[src/rtl/i2c_target_pkg.sv]
// Shared types and defaults for the I2C ADC-emulating target.
// State encoding, pointer codes and reset defaults live here.
package i2c_target_pkg;

    typedef enum logic [2:0] {
        IDLE,
        ADDR,
        ADDR_ACK,
        WR_BYTE,
        WR_ACK,
        RD_BYTE,
        RD_ACK,
        IGNORE
    } state_t;

    localparam logic [1:0]  PTR_CONV       = 2'b00;
    localparam logic [1:0]  PTR_CONFIG     = 2'b01;
    localparam logic [6:0]  DEFAULT_ADDR   = 7'h48;
    localparam logic [15:0] DEFAULT_CONFIG = 16'h8583;

    function automatic logic [7:0] byte_of(input logic [15:0] word, input logic lsb);
        return lsb ? word[7:0] : word[15:8];
    endfunction

endpackage

[src/rtl/i2c_line_sync.sv]
// SCL/SDA synchronizers with registered edge, START and STOP strobes.
// Latency SYNC_STAGES+1 cycles pin-to-strobe; no backpressure (free-running).
module i2c_line_sync #(
    parameter int SYNC_STAGES = 2
) (
    input  logic clk_in,
    input  logic reset_n_in,
    input  logic scl_in,
    input  logic sda_in,
    output logic scl_rise_out,
    output logic scl_fall_out,
    output logic start_out,
    output logic stop_out,
    output logic sda_out
);

    logic [SYNC_STAGES-1:0] r_scl_sync;
    logic [SYNC_STAGES-1:0] r_sda_sync;
    logic                   r_scl_prev;
    logic                   r_sda_prev;
    logic                   r_scl_rise;
    logic                   r_scl_fall;
    logic                   r_start;
    logic                   r_stop;
    logic                   r_sda;
    logic                   w_scl;
    logic                   w_sda;

    assign w_scl = r_scl_sync[SYNC_STAGES-1];
    assign w_sda = r_sda_sync[SYNC_STAGES-1];

    // Idle bus is high, so the chain resets to 1 to avoid a false edge after reset.
    always_ff @(posedge clk_in or negedge reset_n_in) begin
        if (!reset_n_in) begin
            r_scl_sync <= '1;
            r_sda_sync <= '1;
            r_scl_prev <= 1'b1;
            r_sda_prev <= 1'b1;
            r_scl_rise <= 1'b0;
            r_scl_fall <= 1'b0;
            r_start    <= 1'b0;
            r_stop     <= 1'b0;
            r_sda      <= 1'b1;
        end else begin
            r_scl_sync <= {r_scl_sync[SYNC_STAGES-2:0], scl_in};
            r_sda_sync <= {r_sda_sync[SYNC_STAGES-2:0], sda_in};
            r_scl_prev <= w_scl;
            r_sda_prev <= w_sda;
            r_scl_rise <= w_scl & ~r_scl_prev;
            r_scl_fall <= ~w_scl & r_scl_prev;
            r_start    <= w_scl & r_scl_prev & r_sda_prev & ~w_sda;
            r_stop     <= w_scl & r_scl_prev & ~r_sda_prev & w_sda;
            r_sda      <= w_sda;
        end
    end

    assign scl_rise_out = r_scl_rise;
    assign scl_fall_out = r_scl_fall;
    assign start_out    = r_start;
    assign stop_out     = r_stop;
    assign sda_out      = r_sda;

endmodule

[src/rtl/i2c_adc_target.sv]
// I2C target emulating a pointer/conversion/config ADC; SDA sampled on SCL rise, driven on SCL fall.
// Reacts SYNC_STAGES+2 cycles after a pin edge; no backpressure (sample_valid_in always accepted).
module i2c_adc_target
    import i2c_target_pkg::*;
#(
    parameter logic [6:0]  DEVICE_ADDR  = DEFAULT_ADDR,
    parameter int          SYNC_STAGES  = 2,
    parameter logic [15:0] CONFIG_RESET = DEFAULT_CONFIG
) (
    input  logic        clk_in,
    input  logic        reset_n_in,
    input  logic        scl_in,
    input  logic        sda_in,
    output logic        sda_oe_out,
    input  logic [15:0] sample_data_in,
    input  logic        sample_valid_in,
    output logic [15:0] config_out,
    output logic        config_wr_out,
    output logic        conv_rd_out
);

    state_t      r_state;
    logic [2:0]  r_bit_cnt;
    logic [6:0]  r_shift;
    logic        r_rw;
    logic        r_phase;
    logic        r_byte_sel;
    logic [1:0]  r_wr_idx;
    logic [1:0]  r_ptr;
    logic [7:0]  r_msb;
    logic [15:0] r_conv;
    logic [15:0] r_shadow;
    logic [15:0] r_config;
    logic        r_sda_oe;
    logic        r_config_wr;
    logic        r_conv_rd;

    logic        w_scl_rise;
    logic        w_scl_fall;
    logic        w_start;
    logic        w_stop;
    logic        w_sda;
    logic [7:0]  w_byte;
    logic [15:0] w_rd_sel;
    logic [7:0]  w_rd_byte;

    i2c_line_sync #(.SYNC_STAGES(SYNC_STAGES)) u_line_sync (
        .clk_in       (clk_in),
        .reset_n_in   (reset_n_in),
        .scl_in       (scl_in),
        .sda_in       (sda_in),
        .scl_rise_out (w_scl_rise),
        .scl_fall_out (w_scl_fall),
        .start_out    (w_start),
        .stop_out     (w_stop),
        .sda_out      (w_sda)
    );

    assign w_byte    = {r_shift, w_sda};
    assign w_rd_sel  = (r_ptr == PTR_CONFIG) ? r_config : r_conv;
    assign w_rd_byte = byte_of(r_shadow, r_byte_sel);

    always_ff @(posedge clk_in or negedge reset_n_in) begin
        if (!reset_n_in) begin
            r_state     <= IDLE;
            r_bit_cnt   <= 3'd0;
            r_shift     <= 7'd0;
            r_rw        <= 1'b0;
            r_phase     <= 1'b0;
            r_byte_sel  <= 1'b0;
            r_wr_idx    <= 2'd0;
            r_ptr       <= PTR_CONV;
            r_msb       <= 8'd0;
            r_conv      <= 16'd0;
            r_shadow    <= 16'd0;
            r_config    <= CONFIG_RESET;
            r_sda_oe    <= 1'b0;
            r_config_wr <= 1'b0;
            r_conv_rd   <= 1'b0;
        end else begin
            r_config_wr <= 1'b0;
            r_conv_rd   <= 1'b0;
            if (sample_valid_in) r_conv <= sample_data_in;

            if (w_stop) begin
                r_state  <= IDLE;
                r_sda_oe <= 1'b0;
                r_phase  <= 1'b0;
                r_wr_idx <= 2'd0;
            end else if (w_start) begin
                r_state   <= ADDR;
                r_bit_cnt <= 3'd0;
                r_sda_oe  <= 1'b0;
                r_phase   <= 1'b0;
            end else begin
                case (r_state)
                    ADDR: if (w_scl_rise) begin
                        r_shift   <= w_byte[6:0];
                        r_bit_cnt <= r_bit_cnt + 3'd1;
                        if (r_bit_cnt == 3'd7) begin
                            r_rw     <= w_sda;
                            r_wr_idx <= 2'd0;
                            r_phase  <= 1'b0;
                            r_state  <= (w_byte[7:1] == DEVICE_ADDR) ? ADDR_ACK : IGNORE;
                        end
                    end
                    // First fall after bit 8 drives ACK, the next one hands over to the data phase.
                    ADDR_ACK: if (w_scl_fall) begin
                        if (!r_phase) begin
                            r_sda_oe <= 1'b1;
                            r_phase  <= 1'b1;
                        end else begin
                            r_phase   <= 1'b0;
                            r_bit_cnt <= 3'd0;
                            if (r_rw) begin
                                r_state    <= RD_BYTE;
                                r_shadow   <= w_rd_sel;
                                r_byte_sel <= 1'b0;
                                r_sda_oe   <= ~w_rd_sel[15];
                                r_conv_rd  <= (r_ptr == PTR_CONV);
                            end else begin
                                r_state  <= WR_BYTE;
                                r_sda_oe <= 1'b0;
                            end
                        end
                    end
                    WR_BYTE: if (w_scl_rise) begin
                        r_shift   <= w_byte[6:0];
                        r_bit_cnt <= r_bit_cnt + 3'd1;
                        if (r_bit_cnt == 3'd7) begin
                            r_phase <= 1'b0;
                            case (r_wr_idx)
                                2'd0: begin
                                    if (w_byte < 8'd2) begin
                                        r_ptr    <= w_byte[1:0];
                                        r_wr_idx <= 2'd1;
                                        r_state  <= WR_ACK;
                                    end else begin
                                        r_state  <= IGNORE;
                                    end
                                end
                                2'd1: begin
                                    r_msb    <= w_byte;
                                    r_wr_idx <= 2'd2;
                                    r_state  <= WR_ACK;
                                end
                                default: begin
                                    if (r_ptr == PTR_CONFIG) begin
                                        r_config    <= {r_msb, w_byte};
                                        r_config_wr <= 1'b1;
                                    end
                                    r_wr_idx <= 2'd1;
                                    r_state  <= WR_ACK;
                                end
                            endcase
                        end
                    end
                    WR_ACK: if (w_scl_fall) begin
                        if (!r_phase) begin
                            r_sda_oe <= 1'b1;
                            r_phase  <= 1'b1;
                        end else begin
                            r_sda_oe  <= 1'b0;
                            r_phase   <= 1'b0;
                            r_bit_cnt <= 3'd0;
                            r_state   <= WR_BYTE;
                        end
                    end
                    RD_BYTE: begin
                        if (w_scl_rise) begin
                            r_bit_cnt <= r_bit_cnt + 3'd1;
                            if (r_bit_cnt == 3'd7) begin
                                r_state <= RD_ACK;
                                r_phase <= 1'b0;
                            end
                        end else if (w_scl_fall) begin
                            r_sda_oe <= ~w_rd_byte[3'd7 - r_bit_cnt];
                        end
                    end
                    // r_phase marks a sampled controller ACK; the following fall starts the next byte.
                    RD_ACK: begin
                        if (w_scl_rise) begin
                            if (w_sda) begin
                                r_state <= IGNORE;
                            end else begin
                                r_phase    <= 1'b1;
                                r_byte_sel <= ~r_byte_sel;
                            end
                        end else if (w_scl_fall) begin
                            if (r_phase) begin
                                r_state   <= RD_BYTE;
                                r_phase   <= 1'b0;
                                r_bit_cnt <= 3'd0;
                                r_sda_oe  <= ~w_rd_byte[7];
                            end else begin
                                r_sda_oe  <= 1'b0;
                            end
                        end
                    end
                    default: begin
                        r_sda_oe <= 1'b0;
                    end
                endcase
            end
        end
    end

    assign sda_oe_out    = r_sda_oe;
    assign config_out    = r_config;
    assign config_wr_out = r_config_wr;
    assign conv_rd_out   = r_conv_rd;

endmodule

[config.mk]
export PLATFORM = sky130hd
export DESIGN_NAME = i2c_adc_target
export DESIGN_NICKNAME = d
export VERILOG_FILES = /design/src/rtl/i2c_target_pkg.sv /design/src/rtl/i2c_line_sync.sv /design/src/rtl/i2c_adc_target.sv
export SDC_FILE = /design/constraint.sdc
export NUM_CORES = 1
export LEC_CHECK = 0
export BUFFER_PORTS_ARGS = -buffer_cell sky130_fd_sc_hd__buf_4
export CAP_MARGIN = 20
export CELL_PAD_IN_SITES_DETAIL_PLACEMENT = 1
export CELL_PAD_IN_SITES_GLOBAL_PLACEMENT = 1
export CORE_UTILIZATION = 34
export CTS_BUF_LIST = sky130_fd_sc_hd__clkbuf_4 sky130_fd_sc_hd__clkbuf_8
export DETAILED_ROUTE_END_ITERATION = 10
export PLACE_DENSITY_LB_ADDON = 0.1
export SLEW_MARGIN = 20
export SYNTH_ARGS = -nofsm -noshare
export SYNTH_HDL_FRONTEND = slang
export SYNTH_SLANG_ARGS = --single-unit
[constraint.sdc]
create_clock -name clk_in -period 3.9 [get_ports clk_in]
set_clock_uncertainty 0.15 [all_clocks]
set_input_delay 0.585 -clock clk_in [delete_from_list [all_inputs] [get_ports clk_in]]
set_output_delay 0.585 -clock clk_in [all_outputs]
set_load 0.01 [all_outputs]
==> results.md, run 1 <==
* Cts bufs inserted at 9
* Initial antenna violation count at 0
* Placed cell count at between 500 and 600
* Port Buffer Count at 39
* Setup_tns at 0 ns
* TritonRoute pass-1 iters at 4
* Post-cts sizing count at 0
* Diode count at 0
* GR Layer Usage met2 at 0.281
* Peak supply drop at 0.291 mV
* Post-Syn Instances at ~340
* Syn nets at 360
* Met1 usage at 0.235
* LEAKAGE at approximately 2.0 nW
* Postcts setup bufs at 0
* GR Util met3 at 0.0392
* P per Cell Area at between 500 and 600 nW/um2
* WL/cell at between 15 and 20 um
* CP startpoint kind: register
* Period utilization at 0.671
* CTS sink cnt at between 80 and 90
* Maximum capacitance violations at 0
* Seq/Total Area, Yosys at 0.551
* Pin count of the biggest net entering global routing at 55
* Global-route wire length before repair at 16,400 um
* Critical path required time at approximately 4.0 ns
* GR peak layer: met2
* Syn avg cell area at 12.1 um2
* Synth cell types at 51
* Worst-path clk slew at 0.09 ns
* Skew-Pair Late Insertion Delay at about 0.37 ns
* CTS H-tree depth at 3
* Vias in the first global route at roughly 2,900
* Slew Limit Fails at 0
* Status: completed
* Hold Vio Cnt, Final at 0
* Max Clk Rate at between 0.3 and 0.4 GHz
* Cell Area, Synth at ~4100 um2
* Die height at between 100 and 150 um
* Post-DR vias/cell at between 5 and 6
* DRC at 0
* Hold Buf Count CTS at 0
* Yosys warns at 0
* Die Width at 111 um
* Final min period at 2.62 ns
* Clk root buf: clkbuf_8
* DR vias at between 2,000 and 3,000
* Kind of critical path: reg2reg
* Initial core utilization at 0.352
* Drt total wl at around 10000 um
* WP data arrival at 2.72 ns
* Endpoints failing setup at 0
* Reg2reg setup slack at 1.28 ns
* Final std cells w/o fill at 521
* Dominant synthesized flop cell: dfrtp_1
* FFs w/ async S/R, synth at 1.00
* GPL Wtd Cong at 0.790
* CP endpoint kind: register
* Hold crit path type: in2async
* Area Overhead vs Synth at 14.7%
* Total I/O pin count at 40
* Core box area at 11,600 um2
* Number of synthesized flops with an enable pin at 0
* CTS tree: yes
* Fraction of layout cells with a size suffix above 1 at 0.357
* FP Rows at 39
* Dpl hpwl at around 6900 um
* RSZ-0062 raised after global routing: no
* CP max FO at 21
* NumNets Final at 396
* Grt ovf at 0
* Rel. slew slack at 0.368
* #FFs+latches synth at 89
* Tightest Pin Transition at 0.947 ns
* Die area at 12,400 um2
* Bufs on Longest Clock Path at 2
* GR Util All Layers at 0.176
* Antenna-violating nets left at 0
* Initial DRC count at around 110
[synth_stat cells, types with 2 or more instances]
master     count  area, um2
nand4_1        5       31.3
nor2b_1        6       37.5
dfstp_2       12        315
o2111ai_1      2       17.5
a21oi_1        6       30.0
buf_4          2       15.0
a221oi_1       2       17.5
mux2_2        51        574
mux2i_1       23        230
nand2_1       34        128
o31ai_1        2       15.0
or4_1          2       15.0
nor3_1         7       35.0
nor4_1         2       12.5
clkbuf_1       8       30.0
nand2b_1       3       18.8
inv_1          7       26.3
and2_1         3       18.8
a31oi_1        2       12.5
o211ai_1       3       22.5
mux4_2         2       45.0
nor2_1        13       48.8
nand3_1        3       15.0
ha_1           2       25.0
buf_2          7       35.0
nor2_4         2       22.5
nor3b_1        4       30.0
dfrtp_1       77       1930
o21ai_0       22        110
a311o_1        2       20.0
[layer usage]
layer / wire, um / vias up
met3: 231 / 12
met4: 153 / 0
met1: 4770 / 1378
met2: 4760 / 33
met5: 0 / -
li1: - / 1292
[registers in the layout, summed over array words and instances, names as in the netlist]
register and cells:
r_phase 1, u_line_sync.start_out 1, config_out 16, u_line_sync.scl_fall_out 1, conv_rd_out 1, r_shadow 16, u_line_sync.sda_out 1, u_line_sync.r_scl_sync 2
config_wr_out 1, r_wr_idx 2, u_line_sync.r_scl_prev 1, r_byte_sel 1, r_msb 8, r_bit_cnt 3, r_ptr 2, sda_oe_out 1
r_shift 7, r_rw 1, u_line_sync.scl_rise_out 1, r_conv 16, u_line_sync.stop_out 1, u_line_sync.r_sda_sync 2, r_state 3
[critical path: stages, from the launching register on]
cell and delay [ns]:
dfrtp_1 0.71, nand2_1 0.13, nor2_1 0.16, nand4_1 0.15, nor2_2 0.77, mux2_2 0.42
[kinds of logic (layout without fill, tap and decap cells)]
logic type                 count (synthesis)  count (layout)  share of synthesized area
xor gates and xnor gates                   1               1                    0.00215
buffers and inverters                     25              66                     0.0295
AOI/OAI and AO/OA                         50              50                     0.0790
adders and majority gates                  2               2                    0.00615
DFF                                       89              89                      0.551
muxes                                     76              76                      0.209
and+or+nand+nor                           94              94                      0.124
[per-stage QoR]
stage          power [mW]  instance area [um2]  setup WS, ns  hold WS, ns   util
2_1_floorplan        1.60                 4070          1.93        0.139      -
3_3_place_gp         1.77                 4480          1.32        0.198  0.388
3_5_place_dp         1.79                 4480          1.28        0.198  0.388
4_1_cts              2.41                 4670          1.25        0.116  0.404
5_1_grt              2.53                 4670          1.06        0.136  0.404
6_report             2.37                 4670          1.28        0.107  0.404
[final timing paths]
path | from | cells past startpoint | to
worst min-delay path | reset_n_in | 1 | u_line_sync.scl_rise_out
min in group clk_in | scl_in | 1 | u_line_sync.r_scl_sync[0]
max in group asynchronous | reset_n_in | 2 | config_out[10]
worst min register to register | u_line_sync.r_sda_sync[0] | 0 | u_line_sync.r_sda_sync[1]
worst max register to register | r_state[0] | 5 | config_out[9]
worst max-delay path | r_state[0] | 5 | config_out[9]
[area by class of cell]
| class | count | area (um2) |
|---|---|---|
| repair buffers | 43 | 323 |
| fillers | 1264 | 6900 |
| clock inverters | 2 | 12.5 |
| clock buffers | 14 | 174 |
| well taps | 143 | 179 |
| multi-input cells | 223 | 1710 |
| inverters | 7 | 26.3 |
| flip-flops and latches | 89 | 2240 |
[cells in the final DEF (no fill, tap or decap), types with 3 or more instances in the layout]
cell type / netlist / layout
dfrtp_1: 77 / 77
mux2_2: 51 / 51
buf_4: 2 / 43
nand2_1: 34 / 34
mux2i_1: 23 / 23
o21ai_0: 22 / 22
nor2_1: 13 / 13
dfstp_2: 12 / 12
clkbuf_8: 1 / 11
nor3_1: 7 / 7
inv_1: 7 / 7
a21oi_1: 6 / 6
nor2b_1: 6 / 5
nand4_1: 5 / 5
nor3b_1: 4 / 4
and2_1: 3 / 3
nand3_1: 3 / 3
nand2b_1: 3 / 3
o211ai_1: 3 / 3
clkbuf_4: 0 / 3
[report_power, final]
| part | switching [mW] | internal, mW |
|---|---|---|
| Sequential | 0.219 | 1.02 |
| Combinational | 0.261 | 0.260 |
| Clock | 0.327 | 0.288 |
Power figures use the tool's default switching activity.
==> run 2: changes to the inputs <==
- clock period: 3.9 -> 2.4 ns (I/O delays scaled with it)
==> results.md, run 2 (synthesized netlist as in run 1, its figures left out) <==
* Commonest non-fill, non-tap cell in the layout: dfrtp_1
* CTS sink cnt at between 80 and 90
* WL/cell at roughly 19 um
* CP max FO at 8
* TritonRoute pass-1 iters at 4
* Diode count at 0
* Grt ovf at 0
* DRC at 0
* FP Rows at 39
* Final setup margin at 0.225 ns
* Worst hold margin at 0.0816 ns
* Slew Limit Fails at 0
* Uppermost routed layer: met4
* Max Clk Rate at about 0.46 GHz
* Dpl hpwl at 7360 um
* Antenna-violating nets left at 0
* Port Buffer Count at 39
* DR vias at between 2,000 and 3,000
* Vias in the first global route at roughly 3,000
* CP startpoint kind: register
* Peak supply drop at approximately 0.28 mV
* Met3 wire len at about 300 um
* RSZ-0062 raised after global routing: no
* Total I/O pin count at 40
* Hold Vio Cnt, Final at 0
* Worst r2r src: r_bit_cnt[1]
* Worst Min Path Start: sample_data_in[10]
* CP endpoint kind: register
* Kind of critical path: reg2reg
* Status: completed
* Area post-placement at 4600 um2
* Initial core utilization at 0.352
* Worst-path clk slew at about 0.09 ns
* Setup_tns at 0 ns
* M1 wire length at between 4000 and 5000 um
* GPL Wtd Cong at roughly 0.81
* Cts bufs inserted at 9
* Endpoints failing setup at 0
* Rel. slew slack at 0.674
* Post-route cell area at a little under 5000 um2
* Initial antenna violation count at 0
* GR Util All Layers at 0.179
* Most frequent cells in the layout: dfrtp_1, buf_4, mux2_2, nand2_1, mux2i_1
* Skew-Pair Late Insertion Delay at 0.35 ns
* Period utilization at 0.906
* Routed wl met2 at between 4000 and 5000 um
* Maximum capacitance violations at 0
* Final min period at roughly 2.2 ns
* Core box area at 11,600 um2
* CP startpoint: r_bit_cnt[1]
* Bufs on Longest Clock Path at 2
* Drt total wl at 10,100 um
* Post-DR vias/cell at 5.19
* Place WS at 0.242 ns
* P per Cell Area at between 800 and 900 nW/um2
* Fraction of layout cells with a size suffix above 1 at 0.374
* Pin count of the biggest net entering global routing at 40
* Die height at 111 um
* WP data arrival at around 2.3 ns
* NumNets Final at a little over 400
* Tightest Pin Transition at 0.489 ns
* Hold crit path type: in2reg
* Final Core Density at 0.417
* Postcts setup bufs at 0
* LEAKAGE at around 2.1 nW
* CTS tree: yes
* Global-route wire length before repair at ~17,000 um
* Area Overhead vs Synth at 18.3%
* Die Width at approximately 110 um
* Die area at between 10,000 and 15,000 um2
* Clk root buf: clkbuf_8
* Initial DRC count at around 110
* Critical path required time at about 2.5 ns
* CTS H-tree depth at 3
==> run 2: power by group <==
group | switching [mW] | internal, mW | total, mW
Sequential | 0.238 | 1.65 | 1.89
Combinational | 0.578 | 0.504 | 1.08
Clock | 0.533 | 0.460 | 0.993
==> run 2: path summary, 6_finish.rpt <==
path	slack (ns)	to	depth (start not counted)
max reg2reg	0.22	r_msb[6]	4
min in group asynchronous	0.37	r_conv[8]	2
min reg2reg	0.21	u_line_sync.r_sda_sync[1]	0
max in group asynchronous	1.08	u_line_sync.r_scl_prev	3
min	0.08	r_conv[10]	2
max	0.22	r_msb[6]	4
==> run 2: repair_timing <==
action	in CTS	in global routing
gates resized for setup	0	0
endpoints found under the hold margin	31	0
setup endpoints to repair	0	0
hold buffers	3	0
==> run 2: area by class of cell <==
class / count / area [um2]
Clock buffer: 12 / 165
Tap cell: 143 / 179
Fill cell: 1239 / 6750
Inverter: 7 / 26.3
Multi-Input combinational cell: 223 / 1710
Clock inverter: 4 / 26.3
Timing Repair Buffer: 58 / 468
Sequential cell: 89 / 2240
==> run 2: worst max-delay path: stages (launching register included) <==
cell     delay, ns
dfrtp_1       0.50
ha_1          0.23
nand4_1       0.19
or4_1         0.64
mux2_2        0.35
==> run 2: stage by stage <==
| stage | cells | power, mW |
|---|---|---|
| 6_report | 536 | 3.97 |
| 5_1_grt | 536 | 4.23 |
| 4_1_cts | 536 | 4.04 |
| 3_5_place_dp | 517 | 3.02 |
| 3_3_place_gp | 517 | 3.00 |
| 2_1_floorplan | 337 | 2.61 |
==> run 2: routing by layer <==
metal,GRT usage,up-vias
met4,0.0775,0
met1,0.236,1408
met5,0,-
met2,0.286,44
li1,-,1318
met3,0.0354,14
==> run 3: changes to the inputs <==
- ABC_AREA: not set -> 1
- CELL_PAD_IN_SITES_DETAIL_PLACEMENT: 1 -> not set
- CELL_PAD_IN_SITES_GLOBAL_PLACEMENT: 1 -> not set
- PLACE_DENSITY_LB_ADDON: 0.1 -> not set
==> results.md, run 3 <==
* Status: completed
* Syn nets at between 500 and 600
* Syn avg cell area at roughly 8.4 um2
* Hold crit path type: in2reg
* Post-route cell area at around 5000 um2
* Area post-placement at 4680 um2
* Period utilization at 0.805
* Die height at between 100 and 150 um
* Max Clk Rate at ~0.52 GHz
* Largest cells by area after synthesis: dfrtp_1, nand2_1, dfstp_2, o21ai_0, inv_1
* Drt total wl at between 10,000 and 15,000 um
* Clock power share at 0.298
* Rel. slew slack at 0.712
* Most common cell in the netlist: nand2_1
* Port Buffer Count at 39
* Placed cell count at 697
* Worst-path clk slew at approximately 0.1 ns
* Hold Vio Cnt, Final at 0
* Kind of critical path: reg2reg
* Commonest non-fill, non-tap cell in the layout: nand2_1
* Crit path to: r_shadow[6]
* Most frequent cells in the layout: nand2_1, dfrtp_1, inv_1, o21ai_0, buf_4
* Initial antenna violation count at 0
* LEAKAGE at 2.37 nW
* Net Sw Power at between 1 and 1.5 mW
* Diode count at 0
* Synth Area in XOR/XNOR at 0
* Die Width at roughly 110 um
* Critical path required time at about 2.6 ns
* Vias in the first global route at 3,432
* Grt ovf at 0
* Commonest cells post-synth: nand2_1, dfrtp_1, inv_1
* Combinational share of power at 0.270
* Simple-gate share of the synthesized area at 0.226
* Dominant synthesized flop cell: dfrtp_1
* Reg2reg setup slack at approximately 0.47 ns
* Final std cells w/o fill at just over 700
* Multi-input gate area at ~1600 um2
* Slew Limit Fails at 0
* CTS tree: yes
* CP startpoint kind: register
* Fill count at approximately 1,200
* Number of synthesized flops with an enable pin at 0
* GPL Wtd Cong at 0.932
* RSZ-0062 raised after global routing: no
* Post-synthesis adder-cell area fraction at 0.00592
* Dpl hpwl at between 7000 and 8000 um
* Internal power at 2.68 mW
* Worst r2r src: u_line_sync.stop_out
* TritonRoute pass-1 iters at 5
* FP Rows at 40
* #FFs+latches synth at 89
* Final min period at 1.93 ns
* Post-Syn Instances at 502
* Peak supply drop at ~0.4 mV
* Sw Share at 0.354
* P per Cell Area at around 840 nW/um2
* Yosys warns at 0
* Tightest Pin Transition at approximately 0.43 ns
* Bufs on Longest Clock Path at 2
* WP data arrival at 2.08 ns
* Endpoints failing setup at 0
* Synth Area in Compound Gates at 0.149
* CTS sink cnt at a little under 90
* Synth cell types at 31
* Post-DR vias/cell at approximately 4.8
* Register area at ~2200 um2
* Area Overhead vs Synth at 17.2%
* GR Util All Layers at 0.176
* Total I/O pin count at 40
* Multiplexer share of the synthesized area at 0.00266
* CP max FO at 33
* R2R depth at 6
* FFs w/ async S/R, synth at 1.00
* DRC at 0
* Pin count of the biggest net entering global routing at 65
* Sequential power share at 0.431
* Largest family of logic cells by synthesized area: simple AND/OR/NAND/NOR gates
* CP endpoint kind: register
* Die area at around 13,000 um2
* Maximum capacitance violations at 0
* Seq/Total Area, Yosys at 0.530
* Cts bufs inserted at 9
* DR vias at between 3,000 and 4,000
* Initial DRC count at around 250
* NumNets Final at roughly 570
* Global-route wire length before repair at 17,500 um
* Clk root buf: clkbuf_8
* R2r endpoint: r_shadow[6]
* Postcts setup bufs at 0
* Area leader, netlist: dfrtp_1
* WL/cell at 14.2 um
* CTS H-tree depth at 3
* Hold path depth at 3
* Fraction of layout cells with a size suffix above 1 at 0.190
* Top-area cell type share of the netlist area at 0.456
* Setup_tns at 0 ns
* Antenna-violating nets left at 0
* Skew-Pair Late Insertion Delay at ~0.37 ns
* Core box area at 12,100 um2
* CP startpoint: u_line_sync.stop_out
* Initial core utilization at 0.351
* Final Core Density at 0.411
* Cell Area, Synth at roughly 4200 um2
run 3: changes by cell type after synthesis, sizes merged, moves of 6 or more:
cell | previous run | this run
o21ai | 23 | 77
inv | 7 | 68
nand3 | 3 | 32
mux2 | 51 | 1
nor2 | 16 | 38
nand4 | 5 | 11
o211ai | 3 | 10
mux2i | 23 | 0
nor2b | 6 | 0
nand2 | 34 | 131
run 3: layout make-up:
class | instances | area share
clock inverters | 4 | 0.0162
inverters | 69 | 0.0523
clock buffers | 12 | 0.0333
multi-input cells | 327 | 0.328
flip-flops and latches | 89 | 0.453
well taps | 168 | 0.0424
repair buffers | 47 | 0.0753
run 3: per-stage QoR:
stage	power, mW	setup WS [ns]	hold slack, ns
finish	4.15	0.469	0.0447
floorplan	2.61	0.782	-0.0856
global placement	2.94	0.503	0.157
detailed placement	2.92	0.494	0.161
CTS	4.18	0.480	0.0301
global route	4.45	0.278	0.0304
run 3: power by group through the flow:
stage	registers [mW]	logic [mW]	clock network (mW)
final	1.79	1.12	1.24
after global routing	1.81	1.29	1.34
after CTS	1.79	1.11	1.27
after detailed placement	1.82	1.10	0
after global placement	1.82	1.13	0
after floorplan	1.74	0.868	0
run 3: cell families (layout without fill, tap and decap cells):
family,after synthesis,after routing
mux,1,1
fa+ha+maj,2,2
flops,89,89
buf+inv,86,132
simple gates,223,223
compound gates,101,101
run 3: how the worst min path moves through the flow:
stage	from	to	slack, ns
after global routing	sample_data_in[9]	r_conv[9]	0.03
after floorplan	reset_n_in	config_out[11]	-0.09
after CTS	sample_data_in[14]	r_conv[14]	0.03
after detailed placement	reset_n_in	r_state[1]	0.16
after global placement	reset_n_in	r_state[1]	0.16
final	sample_data_in[14]	r_conv[14]	0.04
run 3: worst max-delay path: stages (launching register included):
cell and delay, ns:
dfrtp_1 0.47, nor2_4 0.24, inv_2 0.13, nor4_4 0.22
buf_4 0.40, o211ai_1 0.17, o21ai_2 0.08
run 3: repair_timing:
item	4_1_cts	5_1_grt
hold buffers	3	0
hold endpoints to repair	17	0
gates resized for setup	0	0
run 3: per-layer routing:
layer,share of wire,vias to the layer above,global-route usage
li1,-,1710,-
met1,0.49,1630,0.246
met2,0.45,73,0.273
met3,0.040,9,0.0329
met4,0.013,0,0.0632
met5,0,-,0
